$ cat src/rtl/uart_frame_parser_pkg.sv
// Shared definitions for the UART frame parser: FSM states, error codes,
// the default start-of-frame byte and the inter-byte timeout sizing helper.
package uart_frame_parser_pkg;

  typedef enum logic [2:0] {
    S_IDLE,
    S_LEN,
    S_PAYLOAD,
    S_CHK,
    S_OUT
  } state_t;

  typedef enum logic [1:0] {
    ERR_LEN = 2'd0,
    ERR_CHK = 2'd1,
    ERR_TMO = 2'd2,
    ERR_OVR = 2'd3
  } err_t;

  localparam logic [7:0] DEFAULT_SOF = 8'hAA;

  // Inter-byte timeout in clocks: whole clocks per bit times the bit budget.
  function automatic int unsigned timeout_clks(input int unsigned clkfreq,
                                               input int unsigned baudrate,
                                               input int unsigned bits);
    return (clkfreq / baudrate) * bits;
  endfunction

endpackage

$ cat src/rtl/uart_frame_parser_buf.sv
// Payload buffer for the frame parser: c_depth x 8 register array with one
// synchronous write port and one asynchronous read port.
// Ports:
//   clk   in   clock
//   we    in   write enable
//   waddr in   write address (c_aw bits)
//   wdata in   write data
//   raddr in   read address (c_aw bits)
//   rdata out  read data, combinational from raddr
module uart_frame_buf #(
  parameter int unsigned c_depth = 16,
  parameter int unsigned c_aw    = 5
) (
  input  logic            clk,
  input  logic            we,
  input  logic [c_aw-1:0] waddr,
  input  logic [7:0]      wdata,
  input  logic [c_aw-1:0] raddr,
  output logic [7:0]      rdata
);

  logic [7:0] mem [c_depth];

  // Address decode by comparison keeps out-of-range addresses harmless
  // when c_aw is wider than the array needs.
  always_ff @(posedge clk) begin
    for (int unsigned i = 0; i < c_depth; i++) begin
      if (we && waddr == c_aw'(i)) mem[i] <= wdata;
    end
  end

  always_comb begin
    rdata = '0;
    for (int unsigned i = 0; i < c_depth; i++) begin
      if (raddr == c_aw'(i)) rdata = mem[i];
    end
  end

endmodule

$ cat src/rtl/uart_frame_parser.sv
// Frame parser behind a UART receiver. Extracts SOF, LEN, LEN payload bytes,
// CHK frames from a byte strobe stream, buffers valid payloads and streams
// them out on a valid/ready interface. Bad length, bad checksum, inter-byte
// timeout and overrun (byte arriving while streaming) raise a one-cycle error.
// Ports:
//   clk, rst     clock, synchronous active-high reset
//   din_i        received byte
//   din_valid_i  one-cycle byte strobe
//   m_data_o     payload byte out
//   m_valid_o    m_data_o valid
//   m_ready_i    sink ready; transfer on m_valid_o & m_ready_i
//   m_last_o     high with the final payload byte
//   frame_len_o  LEN of the frame being streamed
//   err_o        one-cycle error pulse
//   err_code_o   0 length, 1 checksum, 2 timeout, 3 overrun; held between errors
module uart_frame_parser
  import uart_frame_parser_pkg::*;
#(
  parameter int unsigned c_clkfreq      = 100_000_000,
  parameter int unsigned c_baudrate     = 115_200,
  parameter int unsigned c_timeout_bits = 40,
  parameter int unsigned c_max_len      = 16,
  parameter logic [7:0]  c_sof          = DEFAULT_SOF
) (
  input  logic       clk,
  input  logic       rst,
  input  logic [7:0] din_i,
  input  logic       din_valid_i,
  output logic [7:0] m_data_o,
  output logic       m_valid_o,
  input  logic       m_ready_i,
  output logic       m_last_o,
  output logic [7:0] frame_len_o,
  output logic       err_o,
  output logic [1:0] err_code_o
);

  localparam int unsigned TMO = timeout_clks(c_clkfreq, c_baudrate, c_timeout_bits);
  localparam int unsigned IW  = $clog2(c_max_len + 1);
  localparam int unsigned TW  = $clog2(TMO + 1);
  localparam logic [TW-1:0] TMO_LAST = TW'(TMO - 1);
  localparam logic [7:0]    MAX_LEN8 = 8'(c_max_len);

  state_t          state, state_n;
  logic [7:0]      len, len_n;
  logic [IW-1:0]   idx, idx_n;
  logic [IW-1:0]   rd_idx, rd_idx_n;
  logic [7:0]      chk, chk_n;
  logic [TW-1:0]   tmo_cnt, tmo_n;
  logic            m_valid, m_valid_n;
  logic [7:0]      m_data, m_data_n;
  logic            m_last, m_last_n;
  logic [7:0]      frame_len, frame_len_n;
  logic            err, err_n;
  err_t            err_code, err_code_n;
  logic            buf_we;
  logic [IW-1:0]   raddr;
  logic [7:0]      rdata;

  uart_frame_buf #(
    .c_depth (c_max_len),
    .c_aw    (IW)
  ) u_buf (
    .clk   (clk),
    .we    (buf_we),
    .waddr (idx),
    .wdata (din_i),
    .raddr (raddr),
    .rdata (rdata)
  );

  always_ff @(posedge clk) begin
    if (rst) begin
      state     <= S_IDLE;
      len       <= '0;
      idx       <= '0;
      rd_idx    <= '0;
      chk       <= '0;
      tmo_cnt   <= '0;
      m_valid   <= 1'b0;
      m_data    <= '0;
      m_last    <= 1'b0;
      frame_len <= '0;
      err       <= 1'b0;
      err_code  <= ERR_LEN;
    end else begin
      state     <= state_n;
      len       <= len_n;
      idx       <= idx_n;
      rd_idx    <= rd_idx_n;
      chk       <= chk_n;
      tmo_cnt   <= tmo_n;
      m_valid   <= m_valid_n;
      m_data    <= m_data_n;
      m_last    <= m_last_n;
      frame_len <= frame_len_n;
      err       <= err_n;
      err_code  <= err_code_n;
    end
  end

  always_comb begin
    state_n     = state;
    len_n       = len;
    idx_n       = idx;
    rd_idx_n    = rd_idx;
    chk_n       = chk;
    tmo_n       = '0;
    m_valid_n   = m_valid;
    m_data_n    = m_data;
    m_last_n    = m_last;
    frame_len_n = frame_len;
    err_n       = 1'b0;
    err_code_n  = err_code;
    buf_we      = 1'b0;
    raddr       = '0;

    case (state)
      S_IDLE: begin
        if (din_valid_i && din_i == c_sof) state_n = S_LEN;
      end

      S_LEN, S_PAYLOAD, S_CHK: begin
        // A strobe on the expiry cycle takes the normal path below.
        if (!din_valid_i) begin
          if (tmo_cnt == TMO_LAST) begin
            err_n      = 1'b1;
            err_code_n = ERR_TMO;
            state_n    = S_IDLE;
          end else begin
            tmo_n = tmo_cnt + 1'b1;
          end
        end else begin
          case (state)
            S_LEN: begin
              if (din_i == '0 || din_i > MAX_LEN8) begin
                err_n      = 1'b1;
                err_code_n = ERR_LEN;
                state_n    = S_IDLE;
              end else begin
                len_n   = din_i;
                chk_n   = din_i;
                idx_n   = '0;
                state_n = S_PAYLOAD;
              end
            end
            S_PAYLOAD: begin
              buf_we = 1'b1;
              chk_n  = chk + din_i;
              idx_n  = idx + 1'b1;
              if (8'(idx) == len - 8'd1) state_n = S_CHK;
            end
            S_CHK: begin
              if (din_i == chk) begin
                // raddr is 0 here, so the first byte is loaded directly.
                state_n     = S_OUT;
                rd_idx_n    = '0;
                m_valid_n   = 1'b1;
                m_data_n    = rdata;
                m_last_n    = (len == 8'd1);
                frame_len_n = len;
              end else begin
                err_n      = 1'b1;
                err_code_n = ERR_CHK;
                state_n    = S_IDLE;
              end
            end
            default: ;
          endcase
        end
      end

      S_OUT: begin
        raddr = rd_idx + 1'b1;
        if (din_valid_i) begin
          err_n      = 1'b1;
          err_code_n = ERR_OVR;
        end
        if (m_valid && m_ready_i) begin
          if (m_last) begin
            m_valid_n = 1'b0;
            m_last_n  = 1'b0;
            state_n   = S_IDLE;
          end else begin
            rd_idx_n = raddr;
            m_data_n = rdata;
            m_last_n = (8'(raddr) == len - 8'd1);
          end
        end
      end

      default: state_n = S_IDLE;
    endcase
  end

  assign m_data_o    = m_data;
  assign m_valid_o   = m_valid;
  assign m_last_o    = m_last;
  assign frame_len_o = frame_len;
  assign err_o       = err;
  assign err_code_o  = err_code;

endmodule
$ cat config.mk
export PLATFORM = sky130hd
export DESIGN_NAME = uart_frame_parser
export DESIGN_NICKNAME = d
export VERILOG_FILES = /design/src/rtl/uart_frame_parser_pkg.sv /design/src/rtl/uart_frame_parser_buf.sv /design/src/rtl/uart_frame_parser.sv
export SDC_FILE = /design/constraint.sdc
export NUM_CORES = 1
export LEC_CHECK = 0
export CORE_ASPECT_RATIO = 2
export CORE_MARGIN = 5
export CORE_UTILIZATION = 44
export DETAILED_ROUTE_END_ITERATION = 10
export GPL_TIMING_DRIVEN = 0
export PLACE_DENSITY = 0.7
export SLEW_MARGIN = 20
export SYNTH_ARGS = -nofsm -noshare
export SYNTH_HDL_FRONTEND = slang
export SYNTH_HIERARCHICAL = 1
export SYNTH_SLANG_ARGS = --single-unit
$ cat constraint.sdc
create_clock -name clk -period 5.3 [get_ports clk]
set_input_delay 1.06 -clock clk [delete_from_list [all_inputs] [get_ports clk]]
set_output_delay 1.06 -clock clk [all_outputs]
set_load 0.05 [all_outputs]
==> Word-level counts from Yosys, hierarchy flattened <==
Memory sizes are Yosys's and may differ from the RTL's.
Cells that the tools add are included.
{ "word_totals": {"input_bits": 12, "output_inout_bits": 21, "memories": 1, "register_bits": 66, "elab_cells": 275, "ram_bits": 128} }
{ "classes": {"n_eq_ne": 55, "order_cmp": 1, "n_addsub": 5, "bitwise": 2, "reduce_logical": 50, "muxes": 149} }
{ "mem_list": {"columns": ["memory", "words", "width", "rd", "rd_clocked_by_memory_dff", "write_ports", "line", "rtl"], "rows": [
  ["u_buf.mem", 16, 8, 16, 0, 1, "uart_frame_parser_buf.sv:22", "logic [7:0] mem [c_depth];"]
]} }
{ "op_table": {"columns": ["op", "n"], "rows": [
  ["8-bit two-way mux", 37],
  ["8-bit OR reduction", 15],
  ["5-bit by 4-bit equality test with 1-bit output, second input constant", 16],
  ["1-bit two-way mux", 65],
  ["4-bit two-way mux", 15],
  ["5-bit by 3-bit equality test with 1-bit output, second input constant", 8],
  ["5-bit two-way mux", 7],
  ["8-bit case mux with 2 select lines", 2],
  ["6-bit AND reduction", 4],
  ["3-bit two-way mux", 7],
  ["5-bit by 2-bit equality test with 1-bit output, second input constant", 4],
  ["5-bit case mux with 2 select lines", 2],
  ["1-bit logical AND", 18],
  ["2-bit != test, second input constant", 9],
  ["3-bit case mux with 3 select lines", 2],
  ["16-bit by 1-bit adder with 16-bit output, second input constant", 1],
  ["16-bit equality test, second input constant", 1],
  ["5-bit by 8-bit equality test with 1-bit output", 2],
  ["4-bit != test, second input constant", 4],
  ["2-bit two-way mux", 6],
  ["4-bit AND reduction", 3],
  ["5-bit by 1-bit adder with 5-bit output, second input constant", 2],
  ["5-bit by 1-bit equality test with 1-bit output, second input constant", 2],
  ["5-bit zero test", 2],
  ["21 further kinds", 28]
]} }

==> Depth between registers and ports, before layout <==
{ "logic_depth": {"ltp_word": 23, "mapped_depth": 13} }

==> Hierarchy <==
Netlist, hierarchy kept.
{ "modules_own_cells": {"columns": ["module", "cells_each", "area_per_inst_um2", "seq_area_each_um2", "instances"], "rows": [
  ["uart_frame_buf", 399, 5581.6, 3843.7, 1],
  ["uart_frame_parser", 387, 3414.5, 1321.3, 1]
]} }

==> Worst setup path after synthesis <==
Ideal clock, no wire load.
{ "synth_timing": {"kind": "input -> register", "start": "input port din_i[1]", "end": "register chk[7]", "n_path_buf": 0, "arrival_ps": 2717, "stages": 7, "setup_time_ps": 95, "slack_ps": 2488, "t_required_ps": 5205, "cell_sequence": "ha_1 > a21o_1 > a211o_1 > a2111oi_0 > nor3_1 > a2111o_1 > o311ai_1"} }
{ "synth_between": {"elab_chain_cells": 4, "elab_cells_between_ends": 7, "cone_classes": "add/sub (1); order compare (1); eq/ne (1); mux (1); reduce/logical (3)"} }
{ "synth_lines": {"columns": ["element", "line", "rtl"], "rows": [
  ["from (decl)", "uart_frame_parser.sv:27", "input logic [7:0] din_i,"],
  ["8-bit by 5-bit > comparator with 1-bit output or 8-bit zero test (tied branches)", "uart_frame_parser.sv:136", "if (din_i == '0 || din_i > MAX_LEN8) begin"],
  ["1-bit logical OR", "uart_frame_parser.sv:136", null],
  ["2-bit != test (no source line)", null, null],
  ["4-bit AND reduction (no source line)", null, null],
  ["to (signal assigned)", "uart_frame_parser.sv:91", "chk <= chk_n;"],
  ["to (decl)", "uart_frame_parser.sv:48", "logic [7:0] chk, chk_n;"]
]} }
Several ways; a longest one is shown, not always the timed one.
A chain may end at the register's enable or synchronous reset.

==> Worst setup path after layout <==
{ "layout_timing": {"start": "register state[2]", "end": "register m_data[1], in the netlist m_data_o[1]"} }
{ "layout_between": {"elab_chain_cells": 23, "elab_cells_between_ends": 51, "cone_classes": "eq/ne (24); mux (23); reduce/logical (4)"} }
{ "layout_lines": {"columns": ["element", "line", "rtl"], "rows": [
  ["from (decl)", "uart_frame_parser.sv:44", "state_t state, state_n;"],
  ["from (signal assigned)", "uart_frame_parser.sv:87", "state <= state_n;"],
  ["3-bit equality test (*)", "uart_frame_parser.sv:118", "case (state)"],
  ["5-bit two-way mux (*)", "uart_frame_parser.sv:118", null],
  ["via raddr[0]", "uart_frame_parser.sv:57", "logic [IW-1:0] raddr;"],
  ["5-bit zero test", "uart_frame_parser_buf.sv:35", "if (raddr == c_aw'(i)) rdata = mem[i];"],
  ["8-bit two-way mux (15 in a row)", "uart_frame_parser_buf.sv:35", null],
  ["8-bit two-way mux (*)", "uart_frame_parser_buf.sv:35", null],
  ["8-bit two-way mux", "uart_frame_parser.sv:154", "if (din_i == chk) begin"],
  ["8-bit two-way mux", "uart_frame_parser.sv:134", "case (state)"],
  ["8-bit two-way mux", "uart_frame_parser.sv:125", "if (!din_valid_i) begin"],
  ["8-bit case mux with 2 select lines (*)", "uart_frame_parser.sv:118", null],
  ["via m_data_n[1]", "uart_frame_parser.sv:51", "logic [7:0] m_data, m_data_n;"],
  ["to (signal assigned)", "uart_frame_parser.sv:94", "m_data <= m_data_n;"],
  ["to (decl)", "uart_frame_parser.sv:51", null]
]} }
The timed path passes the listed nets; every way through them passes the cells marked *. The select of a mux whose other input is x is not followed.

==> results.yml <==
outcome:
  status: "finished, final reports clean"
pwr:
  ratio_of_total_power_to_cell_area_nw_per_um2: 292
  power.switching_uw: 626
  leakagePower_nw: 3.42
  share_comb_of_total_power: 0.024
  max-vdd-ir-drop_v: 0.000207
  switching_share: 0.208
  seqPwrFrac: 0.536
  power_frac_clock: 0.440
  cellInternalPower_mw: 2.38
  fin_total_pwr_mw: 3.01
clock_network:
  cts.hold.buffers_added: 0
  cts.path.max_buffers: 2
  clock_insertion_delay_worst_skew_ns: 0.44
  cts.repair.resized: 0
  post_cts.repair.setup_buffers: 0
  clock-sinks: 194
  h_tree_depth: 4
  cts_tree: "done"
  cts-root-buf: "sky130_fd_sc_hd__clkbuf_16"
  num_cts_buffers: 17
  clk_transition_reported_paths_ns: 0.08
global_route:
  gr-usage-met3: 0.0333
  pin_count_of_the_biggest_net_entering_global_routing: 23
  grt_most_used_layer: "met2"
  met2_capacity_usage_during_global_routing: 0.414
  vias_in_the_first_global_route: 6653
  grt_first_pass_wirelength_mm: 38.0
  use_met1: 0.203
  global_router_s_overall_resource_usage: 0.214
  number_of_antenna_violations_at_the_first_check_in_global_routing: 0
  globalRoute.totalOverflow: 0
finish:
  antenna_cells_inserted: 0
  area_growth_syn_to_layout_pct: 14.4
  nets: 864
  fin_cells: 1118
  drive_above_1_share: 0.103
synth:
  yosys.cell_count.top_type: "sky130_fd_sc_hd__edfxtp_1"
  synth_cell_type_count: 80
  synthesis.yosys.warnings: 6
  post_synth_top_area_cell: "sky130_fd_sc_hd__edfxtp_1"
  synth_enable_flop_cells: 128
  synthesis.area_um2: 9000
  mappedNetlistNets: 811
  ys_top_cells_by_count: "sky130_fd_sc_hd__edfxtp_1 (128), sky130_fd_sc_hd__nor2_1 (100), sky130_fd_sc_hd__dfxtp_1 (66)"
  async_flop_share: 0
  yosys.area.top_type_share: 0.427
  syn-instance-count: 786
  syn_area_per_cell_um2: 11.4
  seq_area_frac_synth: 0.574
  synth_seq_cells: 194
  dominantRegCellSynth: "sky130_fd_sc_hd__edfxtp_1"
  synth.area.top_cells: "sky130_fd_sc_hd__edfxtp_1 (43%), sky130_fd_sc_hd__dfxtp_1 (15%), sky130_fd_sc_hd__nor2_1 (4.2%)"
timing:
  grt_setup_unrepaired: "false"
  maxClockFrequency_mhz: 246
  clock-skew-final_ns: 0.0121
  tightestPinTransition_ns: 1.02
  finalSetupViolations: 0
  period_utilization_post_route: 0.768
  setup-tns-final_ns: 0
  timing.final.ws_setup_ns: 1.23
  maxSlewHeadroom: 0.315
  post-route-min-period_ns: 4.07
  final_hold_viol_count: 0
  timing_max_transition_violations_final: 0
worst_setup_path:
  worstSetupPathType: "flip-flop to flip-flop"
  worstPathMaxFanout: 10
  crit_required_ns: 5.61
  worst_ep_arrival_time_ns: 4.38
  critPathCaptureType: "flip-flop"
  minimum_setup_slack_among_reg_to_reg_paths_ns: 1.23
  worstSetupStartpointType: "flip-flop"
die:
  std_cell_core_area_um2: 20300
  die_w_um: 111
  num_rows: 74
  floorplan.initialDensity: 0.444
  ios: 33
  die-area_um2: 23600
  die_h_um: 212
placement:
  place.detailed.hpwl_mm: 18.2
  dpl.cell_count: 1086
  numPortBuffers: 32
  gp_congestion: 0.946
  pre_cts_slack_ns: 0.913
routing:
  vias: 6445
  route.detailed.vias_per_inst: 5.76
  route.final.wire_length_mm: 24.7
  postRouteAntennaNets: 0
  detail_route.iter0.violations: 368
  detailedRoute.firstPassIterationCount: 5
  post-route-drc-count: 0
  drt-wirelength-per-cell_um: 22.1
min_path:
  hold_wc_path_type: "flip-flop to flip-flop"
job:
  max_cap_viol_count: 0
==> layout make-up <==
class / instances / area, µm²
buffer: 41 / 255
clock buffer: 18 / 429
clock inverter: 14 / 180
fill: 1827 / 9980
inverter: 20 / 75.1
multi-input combinational: 531 / 3520
sequential: 194 / 5160
tap: 266 / 333
timing repair buffer: 34 / 335
==> cell families after synthesis <==
group	Yosys count	synth area share
compound gates	157	0.122
xor+xnor	38	0.0370
fa+ha+maj	13	0.0189
buf+inv	61	0.0367
flops	194	0.574
mux	41	0.0490
simple gates	282	0.162
==> registers in the layout (all words and copies together) (netlist names) <==
register / cells
len: 8
frame_len_o: 8
idx: 5
err_o: 1
m_last_o: 1
m_valid_o: 1
m_data_o: 8
chk: 8
state: 3
rd_idx: 5
u_buf/mem: 128
tmo_cnt: 16
err_code_o: 2
==> power by group through the flow <==
stage,Clock [mW],Combinational (mW),Sequential (mW)
2_1_floorplan,0,0.0267,1.65
3_3_place_gp,0,0.0720,1.65
3_5_place_dp,0,0.0734,1.65
4_1_cts,1.34,0.0734,1.61
5_1_grt,1.41,0.0788,1.61
6_report,1.32,0.0728,1.61
==> worst max-delay path: stages, from the launching register on <==
cell and delay [ns]:
sky130_fd_sc_hd__dfxtp_1 0.36, sky130_fd_sc_hd__buf_4 0.19, sky130_fd_sc_hd__or3b_1 0.37, sky130_fd_sc_hd__buf_6 0.16
sky130_fd_sc_hd__nor2_1 0.69, sky130_fd_sc_hd__buf_6 0.25, sky130_fd_sc_hd__inv_2 0.11, sky130_fd_sc_hd__clkbuf_1 0.33
sky130_fd_sc_hd__o21ai_0 0.27, sky130_fd_sc_hd__o22ai_1 0.12, sky130_fd_sc_hd__a211oi_1 0.64, sky130_fd_sc_hd__o31ai_1 0.21
sky130_fd_sc_hd__mux2i_1 0.18, sky130_fd_sc_hd__nor2_1 0.05
==> layer usage <==
layer  vias up  part of all wire
met3        64             0.041
met1      3128              0.34
li1       3026                 -
met2       227              0.56
met5         -                 0
met4         0             0.065
==> path summary, 6_finish.rpt <==
kind | start | end | cells after the start
hold / removal | err_code_o[0] | err_code_o[0] | 2
setup / recovery | state[2] | m_data_o[1] | 13
hold reg to reg | err_code_o[0] | err_code_o[0] | 2
setup reg to reg | state[2] | m_data_o[1] | 13
==> layout by cell type (no fill, tap or decap), types with 7 or more instances in the layout <==
cell,synthesis,final
sky130_fd_sc_hd__nand2b_1,16,16
sky130_fd_sc_hd__a21oi_1,33,33
sky130_fd_sc_hd__ha_1,12,12
sky130_fd_sc_hd__nand3_1,24,24
sky130_fd_sc_hd__clkbuf_16,0,17
sky130_fd_sc_hd__nor3_1,16,12
sky130_fd_sc_hd__o21ai_1,9,9
sky130_fd_sc_hd__a22oi_1,7,7
sky130_fd_sc_hd__xnor2_1,22,22
sky130_fd_sc_hd__dfxtp_1,66,66
sky130_fd_sc_hd__nand2_1,40,40
sky130_fd_sc_hd__nor2_1,100,100
sky130_fd_sc_hd__a31oi_1,8,8
sky130_fd_sc_hd__buf_2,17,17
sky130_fd_sc_hd__edfxtp_1,128,128
sky130_fd_sc_hd__inv_1,18,18
sky130_fd_sc_hd__o22ai_1,11,11
sky130_fd_sc_hd__nor2b_1,13,13
sky130_fd_sc_hd__a211oi_1,11,11
sky130_fd_sc_hd__buf_6,8,8
sky130_fd_sc_hd__nor4_1,9,9
sky130_fd_sc_hd__mux2i_1,35,35
sky130_fd_sc_hd__xor2_1,16,16
sky130_fd_sc_hd__clkdlybuf4s50_1,0,32
sky130_fd_sc_hd__nand4_1,8,8
sky130_fd_sc_hd__clkbuf_1,11,12
sky130_fd_sc_hd__o21ai_0,19,19
==> stage by stage <==
step	area, µm²	hold slack, ns	utilization
finish	10300	0.455	0.508
floorplan	9000	0.430	-
global route	10300	0.495	0.508
detailed placement	9680	0.447	0.478
CTS	10300	0.459	0.508
global placement	9650	0.440	0.476
(Power assumes the default switching activity.)
